$ cat config.mk
export PLATFORM = sky130hd
export DESIGN_NAME = ma_stage
export DESIGN_NICKNAME = d
export VERILOG_FILES = /design/src/rtl/ma_stage.sv
export SDC_FILE = /design/constraint.sdc
export NUM_CORES = 1
export LEC_CHECK = 0
export ABC_CLOCK_PERIOD_IN_PS = 3600
export CAP_MARGIN = 10
export CORE_MARGIN = 5
export CORE_UTILIZATION = 40
export DETAILED_ROUTE_END_ITERATION = 12
export PLACE_DENSITY = 0.73
export SLEW_MARGIN = 20
export SYNTH_ARGS = -nofsm -noshare
export SYNTH_HDL_FRONTEND = slang
export SYNTH_SLANG_ARGS = --single-unit
$ cat constraint.sdc
create_clock -name clk -period 3.6 [get_ports clk]
set_input_delay 0.54 -clock clk [delete_from_list [all_inputs] [get_ports clk]]
set_output_delay 0.54 -clock clk [all_outputs]
set_load 0.02 [all_outputs]
$ cat src/rtl/ma_stage.sv
// Memory-access stage: holds the EX/MA pipeline register, runs the data-memory
// handshake for loads and stores, and produces the MA/RW register contents.
//
// state  | meaning
// -------+---------------------------------------------------------------
// IDLE   | no access outstanding; a non-memory or errored entry retires
//        | at the next edge, and an aligned ld/st starts an access
// ACCESS | mem_req held with a stable address and data until mem_ack
//        | arrives or the timeout counter expires
module ma_stage #(
    parameter int AW      = 32,
    parameter int TIMEOUT = 15
) (
    input  logic          clk,
    input  logic          reset_n,
    input  logic          ex_valid,
    input  logic [31:0]   ex_aluresult,
    input  logic [31:0]   ex_op2,
    input  logic [31:0]   ex_pc,
    input  logic [3:0]    ex_rd,
    input  logic          ex_isld,
    input  logic          ex_isst,
    input  logic          ex_iswb,
    input  logic          ex_iscall,
    output logic          ma_stall,
    output logic          mem_req,
    output logic          mem_we,
    output logic [AW-1:0] mem_addr,
    output logic [31:0]   mem_wdata,
    input  logic          mem_ack,
    input  logic [31:0]   mem_rdata,
    output logic          rw_valid,
    output logic [31:0]   rw_aluresult,
    output logic [31:0]   rw_ldresult,
    output logic [31:0]   rw_pc,
    output logic [3:0]    rw_rd,
    output logic          rw_iswb,
    output logic          rw_isld,
    output logic          rw_iscall,
    output logic          ma_err
);

    typedef enum logic {
        IDLE   = 1'b0,
        ACCESS = 1'b1
    } stateT;

    // The counter holds the number of ACCESS cycles already spent, so the
    // access gives up in the cycle where it reads TIMEOUT-1; that keeps
    // mem_req high for exactly TIMEOUT cycles.
    localparam logic [3:0] toLast = 4'(TIMEOUT - 1);

    stateT       state;
    logic [3:0]  toCnt;

    logic        entryValid;
    logic [31:0] entryAlu;
    logic [31:0] entryOp2;
    logic [31:0] entryPc;
    logic [3:0]  entryRd;
    logic        entryIsLd;
    logic        entryIsSt;
    logic        entryIsWb;
    logic        entryIsCall;

    logic        entryMem;
    logic        entryAligned;
    logic        entryLoadOnly;
    logic        startAccess;
    logic        ackHit;
    logic        toHit;
    logic        retire;
    logic        retireErr;

    // Decode of the held entry and the handshake events of this cycle.
    always_comb begin
        entryMem      = entryValid & (entryIsLd | entryIsSt);
        entryAligned  = (entryAlu[1:0] == 2'b00);
        // A ld/st with both flags set behaves as a store.
        entryLoadOnly = entryIsLd & ~entryIsSt;
        startAccess   = (state == IDLE) & entryMem & entryAligned;
        ackHit        = (state == ACCESS) & mem_ack;
        toHit         = (state == ACCESS) & ~mem_ack & (toCnt == toLast);
        retire        = ((state == IDLE) & entryValid & ~startAccess) | ackHit | toHit;
        retireErr     = ((state == IDLE) & entryMem & ~entryAligned) | toHit;
        // Stall drops in the completing cycle so EX advances into the slot
        // freed by the retiring entry.
        ma_stall      = startAccess | ((state == ACCESS) & ~ackHit & ~toHit);
    end

    // Memory bus is a pure decode of the held entry, so it stays stable
    // for the whole access and is quiet outside ACCESS.
    always_comb begin
        mem_req   = (state == ACCESS);
        mem_we    = mem_req & entryIsSt;
        mem_addr  = mem_req ? {entryAlu[AW-1:2], 2'b00} : '0;
        mem_wdata = mem_req ? entryOp2 : 32'h0;
    end

    // Access sequencer with its saturating timeout counter.
    always_ff @(posedge clk or negedge reset_n) begin
        if (!reset_n) begin
            state <= IDLE;
            toCnt <= 4'h0;
        end else begin
            case (state)
                IDLE: begin
                    toCnt <= 4'h0;
                    if (startAccess) begin
                        state <= ACCESS;
                    end
                end
                ACCESS: begin
                    if (toCnt != 4'hF) begin
                        toCnt <= toCnt + 4'h1;
                    end
                    if (ackHit || toHit) begin
                        state <= IDLE;
                    end
                end
                default: begin
                    state <= IDLE;
                    toCnt <= 4'h0;
                end
            endcase
        end
    end

    // EX/MA pipeline register; captures EX (or a bubble) whenever not stalled.
    always_ff @(posedge clk or negedge reset_n) begin
        if (!reset_n) begin
            entryValid  <= 1'b0;
            entryAlu    <= 32'h0;
            entryOp2    <= 32'h0;
            entryPc     <= 32'h0;
            entryRd     <= 4'h0;
            entryIsLd   <= 1'b0;
            entryIsSt   <= 1'b0;
            entryIsWb   <= 1'b0;
            entryIsCall <= 1'b0;
        end else if (!ma_stall) begin
            entryValid  <= ex_valid;
            entryAlu    <= ex_aluresult;
            entryOp2    <= ex_op2;
            entryPc     <= ex_pc;
            entryRd     <= ex_rd;
            entryIsLd   <= ex_isld;
            entryIsSt   <= ex_isst;
            entryIsWb   <= ex_iswb;
            entryIsCall <= ex_iscall;
        end
    end

    // MA/RW register: written only when an entry retires, otherwise only
    // the valid bit drops and the payload holds.
    always_ff @(posedge clk or negedge reset_n) begin
        if (!reset_n) begin
            rw_valid     <= 1'b0;
            rw_aluresult <= 32'h0;
            rw_ldresult  <= 32'h0;
            rw_pc        <= 32'h0;
            rw_rd        <= 4'h0;
            rw_iswb      <= 1'b0;
            rw_isld      <= 1'b0;
            rw_iscall    <= 1'b0;
            ma_err       <= 1'b0;
        end else begin
            rw_valid <= retire;
            ma_err   <= retire & retireErr;
            if (retire) begin
                rw_aluresult <= entryAlu;
                rw_ldresult  <= (ackHit & entryLoadOnly) ? mem_rdata : 32'h0;
                rw_pc        <= entryPc;
                rw_rd        <= entryRd;
                rw_iswb      <= entryIsWb & ~retireErr;
                rw_isld      <= entryLoadOnly;
                rw_iscall    <= entryIsCall;
            end
        end
    end

endmodule
* After elaboration in Yosys (flattened, before gate mapping)
Cells that the tools add are included.
** Word-level totals
- Bits in registers :: 215
- Input bits :: 140
- Output and inout bits :: 172
- Word-level logic and storage cells :: 63
** Operators by class
- Add/subtract/negate cells :: 1
- Eq/ne operators :: 3
- Mux-type cells :: 8
- Bitwise logic cells :: 29
- Reduce and logical (&&, ||, !) cells :: 2
** Operators by type and width (count)
- $mux W32 :: 3
- $and A1 B1 Y1 :: 16
- $not A1 Y1 :: 8
- $pmux W4 S2 :: 1
- $or A1 B1 Y1 :: 5
- $add A4 B1 Y4 const B :: 1
- $eq A4 B4 Y1 const B :: 1
- $mux W4 :: 1
- $ne A4 B4 Y1 const B :: 1
- $logic_not A2 Y1 :: 1
- $mux W1 :: 2
- $ne A2 B1 Y1 const B :: 1
- $pmux W1 S2 :: 1
- $logic_or A1 B1 Y1 :: 1

* Longest topological paths before layout
- Depth in word-level cells :: 9
- Mapped depth :: 8
- Gate-level depth less buffers :: 7

* Worst setup path before layout
No wires, ideal clock.
- Path kind :: flip-flop to output port
- From :: register toCnt[0]
- To :: output port ma_stall
- Arrival time :: 1.469 ns
- Data required time :: 3.060 ns
- Setup slack :: 1.591 ns
- Cell stages (with the launch flop) :: 9
- Buffers on the path :: 2
- Path through :: dfrtp_1 -> inv_1 -> ha_1 -> and3_1 -> nor2_1 -> a21oi_2 -> buf_4 -> buf_6 -> inv_1
** Between the ends
- Longest elaborated chain between the ends :: 5
** RTL lines
- from (decl) :: RTL line 54 : logic [3:0] toCnt;
- from (signal assigned) :: RTL line 115 : toCnt <= toCnt + 4'h1;
- $eq A4 B4 Y1 :: RTL line 83 : toHit = (state == ACCESS) & ~mem_ack & (toCnt == toLast);
- $and A1 B1 Y1 :: RTL line 83
- $not A1 Y1 :: RTL line 88 : ma_stall = startAccess | ((state == ACCESS) & ~ackHit & ~toHit);
- $and A1 B1 Y1 :: RTL line 88
- $or A1 B1 Y1 :: RTL line 88
- to (decl) :: RTL line 25 : output logic ma_stall,
Every way passes these cells.

* Worst setup path in the final report
- From :: register state, in the netlist mem_req
- To :: output port mem_addr[12]
** Between the ends
- Longest elaborated chain between the ends :: 1
** RTL lines
- from (decl) :: RTL line 53 : stateT state;
- from (signal assigned) :: RTL line 103 : state <= IDLE;
- from (signal assigned) :: RTL line 110 : state <= ACCESS;
- from (signal assigned) :: RTL line 118 : state <= IDLE;
- $mux W32 :: RTL line 96 : mem_addr = mem_req ? {entryAlu[AW-1:2], 2'b00} : '0;
- to (decl) :: RTL line 28 : output logic [AW-1:0] mem_addr,
Every way passes these cells.

==> impl_metrics.json <==
{
  "multi_input_area_um2": 2850,
  "gp_congestion": 0.740,
  "maxSlewHeadroom_pct": 44.7,
  "cp-start-kind": "register",
  "synthesis.instances": 557,
  "port_buffers": 309,
  "cts_buffer_depth": 3,
  "power_switching_mw": 3.23,
  "ys_seq_area_share_pct": 63.8,
  "post_route_cells_drive_above_1_share_pct": 21.8,
  "area_growth_pct": 49.3,
  "post-route-util_pct": 60.3,
  "worstSetupEndpointType": "primary output",
  "die_w_um": 155,
  "viasPerCell": 4.81,
  "grt_pass1_vias": 6041,
  "fillCellCount": 1705,
  "ir_drop_v": 0.000452,
  "rsz0062_at_grt": "no",
  "grt_pass1_wl_um": 33800,
  "synth_warnings": 0,
  "mostFrequentLayoutCells": "clkdlybuf4s50_1 (308), dfrtp_1 (214), mux2_2 (141)",
  "clk_pin_slew_worst_paths_ns": 0.06,
  "power.density_nw_per_um2": 790,
  "worst_pin_slew_ns": 0.830,
  "top_usage_layer": "met2",
  "timing.final.max_slew_violations": 0,
  "cts_root_buffer": "clkbuf_16",
  "syn-cell-area_um2": 8440,
  "seqPwrFrac_pct": 36.3,
  "postCtsSetupBuffers": 0,
  "required_ns": 3.06,
  "synth_seq_cells": 215,
  "cts_max_level": 1,
  "die_h_um": 155,
  "start_util_pct": 40.4,
  "hold_buffers": 0,
  "path_class": "register to primary output",
  "internal_power_mw": 6.73,
  "wl_per_cell_um": 18.4,
  "grt_use_total_pct": 17.4,
  "seqCellArea_um2": 5380,
  "coreArea_um2": 20900,
  "hp-class": "primary input to asynchronous set/reset pin",
  "power.leakage_nw": 5.33,
  "netlist-cell-type-count": 26,
  "status": "finished, final reports clean",
  "grt.overflow.total": 0,
  "finalHoldWorstSlack_ns": 0.0970,
  "p_sw_share_pct": 32.4,
  "cts_tree": "done",
  "grt_antenna_before_repair": 1,
  "vias": 5585,
  "max_stage_delay_ns": 0.81,
  "cts-resized-gates": 0,
  "cp.arrival_ns": 2.53,
  "grt_max_degree": 108,
  "setup_viol": 0,
  "fin_skew_ns": 0.00949,
  "combPwrFrac_pct": 40.0,
  "antenna_left": 0,
  "cpMaxStageDelayCell": "dfrtp_2",
  "dr.pass1.iters": 4,
  "worstPathCellList": "buf_4, and2_1, clkdlybuf4s50_1",
  "avgSynthCellArea_um2": 15.1,
  "grt_use_met3_pct": 5.48,
  "cap_violations": 0,
  "fp-row-count": 53,
  "fin_nets": 1010,
  "hpwl_um": 15100,
  "final_common_cell": "clkdlybuf4s50_1",
  "finalHoldViolCount": 0,
  "grt_use_met1_pct": 21.6,
  "cts.sinks": 215,
  "tns_ns": 0,
  "crit_path_max_fanout": 45,
  "die_area_um2": 24100,
  "clkPwrFrac_pct": 23.6,
  "ioPinCount": 312,
  "period_share_pct": 85.2,
  "insertion_delay_ns": 0.50,
  "drt_iter0_drc": 144,
  "wl_um": 21400,
  "gr-usage-met2_pct": 29.8,
  "cts_made_buffers": 24,
  "max_freq_mhz": 326,
  "drc": 0,
  "fin_crit_ns": 3.07
}
==> per-stage QoR <==
| stage | cell area (µm²) | setup slack (ns) | total power [mW] | std cells |
|---|---|---|---|---|
| detailed placement | 11800 | 0.879 | 7.71 | 1117 |
| CTS | 12600 | 0.454 | 10.1 | 1161 |
| global placement | 11800 | 0.906 | 7.62 | 1117 |
| global route | 12600 | 0.305 | 10.5 | 1162 |
| finish | 12600 | 0.531 | 9.95 | 1162 |
| floorplan | 8440 | 1.59 | 5.82 | 558 |
==> cells by family (layout without fill, tap and decap cells) <==
kind of cell,Yosys count,in the layout,synth area share (%)
AOI/OAI and AO/OA,41,41,4.09
xor gates and xnor gates,1,1,0.104
adders and majority gates,2,2,0.297
buffers and inverters,42,370,2.68
DFF,215,215,63.8
muxes,175,175,23.4
other,1,3,0.0444
and+or+nand+nor,80,80,5.65
==> synth_stat cells, drive strengths merged <==
master  count  area, µm²
a31oi       1       6.26
o21a        1       7.51
xnor2       1       8.76
and2       63        394
dfrtp     215       5380
ha          2       25.0
o21ai       2       10.0
a211oi      2       15.0
clkbuf     11       41.3
nor3        2       10.0
buf        24        159
nand2b      2       12.5
mux2      175       1970
and3        2       12.5
nor2b       1       6.26
nor2        7       26.3
a21oi       1       8.76
o32ai       1       8.76
conb        1       3.75
inv         7       26.3
a22o       33        289
nand3       3       15.0
==> area by class of cell <==
class                   instances  area share, %
inverters                       7          0.209
repair buffers                319           25.5
clock buffers                  40           6.05
multi-input cells             301           22.6
clock inverters                 4          0.179
well taps                     275           2.73
flip-flops and latches        215           42.7
diodes                          1         0.0199
==> worst max-delay path: cells and delay by family, from the launching register on <==
family	cells	cell delay, ns
buffers and inverters	2	1.00
DFF	1	0.81
and+or+nand+nor	1	0.19
==> flip-flops by register name (all words and copies together), names as in the netlist, 4 cells and up <==
name / count
rw_ldresult: 32
toCnt: 4
rw_rd: 4
entryAlu: 32
entryOp2: 32
entryPc: 32
rw_pc: 32
rw_aluresult: 32
entryRd: 4
==> power by group through the flow <==
| stage | clock [mW] | combinational (mW) | sequential [mW] |
|---|---|---|---|
| CTS | 2.44 | 4.06 | 3.63 |
| finish | 2.35 | 3.99 | 3.62 |
| floorplan | 0 | 1.70 | 4.12 |
| global route | 2.54 | 4.23 | 3.73 |
| global placement | 0 | 3.99 | 3.63 |
| detailed placement | 0 | 4.05 | 3.66 |
==> layer usage <==
layer  vias to the layer above  share of wire [%]
li1                       2561                  -
met1                      2789                 41
met2                       207                 49
met3                        28                8.1
met4                         0                2.1
met5                         -                  0
==> path summary, 6_finish.rpt <==
| kind | startpoint | cells past startpoint | slack (ns) | end |
|---|---|---|---|---|
| setup / recovery | mem_req | 3 | 0.53 | mem_addr[12] |
| hold / removal | reset_n | 1 | 0.1 | rw_aluresult[19] |
| setup reg to reg | toCnt[0] | 7 | 1.10 | rw_aluresult[14] |
| hold reg to reg | entryOp2[17] | 1 | 0.48 | entryOp2[17] |
| max in group asynchronous | reset_n | 2 | 2.62 | rw_ldresult[27] |
| min in group clk | entryOp2[17] | 1 | 0.48 | entryOp2[17] |
(Power assumes the default switching activity.)
==> RTL edit 1 (same flow settings) <==
Reset style: synchronous (`reset_n`), changed in 3 clocked blocks.
--- a/src/rtl/ma_stage.sv
+++ b/src/rtl/ma_stage.sv
@@ -100,3 +100,3 @@
     // Access sequencer with its saturating timeout counter.
-    always_ff @(posedge clk or negedge reset_n) begin
+    always_ff @(posedge clk) begin
         if (!reset_n) begin
@@ -129,3 +129,3 @@
     // EX/MA pipeline register; captures EX (or a bubble) whenever not stalled.
-    always_ff @(posedge clk or negedge reset_n) begin
+    always_ff @(posedge clk) begin
         if (!reset_n) begin
@@ -155,3 +155,3 @@
     // the valid bit drops and the payload holds.
-    always_ff @(posedge clk or negedge reset_n) begin
+    always_ff @(posedge clk) begin
         if (!reset_n) begin
Behaviour: differs if reset_n is asserted again (counterexample within 4 cycles, from zero or initial values and one cycle with reset_n low); with reset_n held inactive, the same outputs for 4 cycles.
==> RTL edit 1 against the unedited design <==
Wire length up 25%; fmax up 5.0%; die area rose by 3.6%; global-route usage is 3.0 points higher; synthesized cell count grew 80%; synthesized area is 3.9% higher; sequential cell count is the same; worst setup slack gained 0.15 ns; count of clock-buffer cells in the layout grew 2; design area increased by 0.79%.
Power is not compared: it rests on default switching activity, and its combinational part moved more than twofold at a synthesized area within 25%.
==> RTL edit 1: results <==
[final_layout]
layout.nets = 1402
nFillCells = 1969
antenna_cells = 0
drive_above_1_share = 0.0579

[routing]
drtIter0Drc = 399
num_vias = 7891
avgRoutedWirePerCell_um = 17.1
drt-pass1-iter-count = 5

[grt]
met3_usage = 0.0610
grtUsageTotal = 0.204
grt_pass1_wl_mm = 42.0
grt_util_met2 = 0.332
use_met1 = 0.268
grt_pass1_vias = 7752
antenna_found_initial = 0
grt_max_degree = 106

[critical_path]
critPathLaunch = toCnt[0]
r2r_start = entryAlu[1]
cp_max_fo = 5
cp.arrival_ns = 2.38

[synth]
synthAdderAreaFrac = 0.00286
yosys.area_share.xor_xnor = 0.00100
synth_common_cells = dfxtp_1 (215), nand2_1 (203), a21boi_0 (125)
yosysSeqAreaShare = 0.491
yosys_warnings = 0
synthTopCellsByArea = dfxtp_1 (49%), a21boi_0 (11%), nand2_1 (8.7%), and2_1 (4.6%), nand3_1 (4.2%)
synthArstFlopShare = 0
synth_compound_area_frac = 0.234
synthMuxAreaShare = 0
synthDistinctLibCells = 35

[clocking]
h-tree-depth = 1
clkTransAtPathRegs_ns = 0.06
cts_buffers = 24
root_buffer = clkbuf_16
post_cts_resized = 0
post-cts-setup-buffers = 0
clock_latency_ns = 0.50

[hold_path]
worstHoldStart = entryPc[15]
min_path_type = reg -> reg

[placed_design]
place_congestion = 0.768
hpwl_mm = 17.2

[timing]
slew_headroom = 0.296
finalClockSkew_ns = 0.00661

[power_and_ir_drop]
power.leakage_nw = 4.65

[outcome]
outcome = finished clean
## RTL edit 1: cell types whose count changed in the layout (fill, tap and decap cells not counted), moves of 70 or more
cell	change
mux2_2	-141
dfrtp_1	-214
a21boi_0	+125
dfxtp_1	+214
nand2_1	+203
nand3_1	+70
## RTL edit 1: power breakdown
part | internal [mW] | switching [mW]
registers | 2.49 | 0.0600
clock network | 1.40 | 0.929
logic | 0.312 | 0.303
total | 4.20 | 1.29
## RTL edit 1: layout make-up
class / instances / area share
Sequential cell: 215 / 0.339
Tap cell: 280 / 0.0276
Multi-Input combinational cell: 694 / 0.316
Clock buffer: 42 / 0.0590
Inverter: 2 / 0.000985
Timing Repair Buffer: 323 / 0.257
Clock inverter: 1 / 0.000394
## RTL edit 1: per-layer routing
layer | routed length, um | vias to the layer above | share of wire
met2 | 12300 | 234 | 0.46
met3 | 2420 | 46 | 0.091
met4 | 631 | 0 | 0.024
li1 | - | 3900 | -
met5 | 0 | - | 0
met1 | 11300 | 3711 | 0.42
## RTL edit 1: critical path, cell delays in order, from the launching register on
cell	delay, ns
dfxtp_1	0.41
inv_1	0.07
ha_1	0.21
and3_1	0.24
o32a_2	0.24
inv_6	0.08
clkdlybuf4s50_1	0.63
## RTL edit 1: metrics by stage
step	setup slack (ns)	util	power [mW]	area, sq um	instances
final	0.677	0.585	5.49	12700	1557
after global routing	0.547	0.585	5.73	12700	1557
after CTS	0.658	0.585	5.57	12700	1557
after detailed placement	0.718	0.551	3.22	11900	1514
after global placement	0.782	0.551	3.21	11900	1514
after floorplan	1.65	-	2.91	8770	1006
## RTL edit 1: worst paths after layout
check | depth (start not counted) | end | slack, ns
max | 6 | ma_stall | 0.68
min | 2 | entryPc[15] | 0.45
max reg2reg | 5 | rw_aluresult[29] | 1.34
min reg2reg | 2 | entryPc[15] | 0.45
==> RTL edit 2 (config.mk and constraints unchanged) <==
Without the edit above. Set the parameter `TIMEOUT` to 7 (it was 15).
--- a/src/rtl/ma_stage.sv
+++ b/src/rtl/ma_stage.sv
@@ -11,3 +11,3 @@
     parameter int AW      = 32,
-    parameter int TIMEOUT = 15
+    parameter int TIMEOUT = 7
 ) (
Formal check against the unedited RTL: not equivalent (Yosys sat finds a counterexample within 10 cycles, from zero or initial values and one cycle with reset_n low).
==> RTL edit 2 against the unedited design <==
Worst setup slack better by 0.0022 ns; sequential power up 1%; sequential share of layout area down 0.46 points; global-route usage about the same; clock skew about the same; first-iteration DRC count up 46%; total power up 1.7%; synthesized area up 2.6%; sequential cell count unchanged; combinational power up 5.0%; design area up 1.1%; wire length up 2.8%; largest cell class unchanged.
==> RTL edit 2: results <==
[outcome]
outcome = finished clean

[synth]
synth_common_cells = dfrtp_1 (215), mux2_2 (121), and2_1 (64)
yosysSeqAreaShare = 0.621
synthDistinctLibCells = 27
yosys_warnings = 0
yosys.area_share.xor_xnor = 0.00101
syn_inst = 560
synthMuxAreaShare = 0.248
synth_top_family_by_area = multiplexers
synthTopCellsByArea = dfrtp_1 (62%), mux2_2 (16%), mux2_4 (9.0%), and2_1 (4.6%), a22o_1 (3.3%)
synthArstFlopShare = 1.00
synthAdderAreaFrac = 0.00289
synth_compound_area_frac = 0.0418

[clocking]
clock_path_buffers = 3
post-cts-setup-buffers = 0
cts_buffers = 24
h-tree-depth = 1
clock_latency_ns = 0.50
root_buffer = clkbuf_16
clkTransAtPathRegs_ns = 0.06

[critical_path]
r2r_setup_slack_ns = 1.13
crit_end = mem_wdata[15]
worstRegToRegCells = 7
r2r_start = toCnt[0]
critPathLaunch = mem_req
cp.arrival_ns = 2.53
cp_max_fo = 37
reg2reg_to = rw_aluresult[28]

[grt]
grt_max_degree = 107
grtUsageTotal = 0.174
grt_pass1_wl_mm = 34.5
grt_pass1_vias = 6160

[final_layout]
final_area_sq_um = 12700
nFillCells = 1717
final_cells = 1162
drive_above_1_share = 0.252
layout.nets = 1012

[placed_design]
dp_slack_ns = 0.963
io_buffers = 309
place_congestion = 0.771
placed_area_sq_um = 12000
place_inst = 1119
hpwl_mm = 15.3

[hold_path]
min_path_type = in -> async

[routing]
drt-pass1-iter-count = 4
drtIter0Drc = 210
num_vias = 5663
routed_wl_mm = 22.0

[timing]
slew_viol_final = 0
whs_ns = 0.0334
period_share = 0.852
worst_slew_pin_slew_ns = 0.697
finalClockSkew_ns = 0.00914

[power_and_ir_drop]
power.leakage_nw = 5.55
peakVddDrop_uv = 410
[RTL edit 2: worst max-delay path, stage by stage (launching register included)]
cell	delay, ns
dfrtp_2	0.79
buf_4	0.42
and2_1	0.18
clkdlybuf4s50_1	0.63
[RTL edit 2: power breakdown]
group,switching [mW],internal (mW)
Combinational,1.90,2.29
Clock,0.940,1.33
Sequential,0.477,3.18
[RTL edit 2: layout make-up]
type,count,area [sq um],area share
well taps,275,344,0.0270
flip-flops and latches,215,5380,0.423
clock buffers,36,697,0.0547
multi-input cells,303,3040,0.239
diodes,1,2.50,0.000197
inverters,7,26.3,0.00206
clock inverters,6,33.8,0.00265
repair buffers,319,3210,0.252
[RTL edit 2: layer usage]
metal / global-route usage / wire length [um]
met5: 0 / 12
met4: 0.0430 / 372
met3: 0.0709 / 2290
met2: 0.278 / 10200
met1: 0.224 / 9090
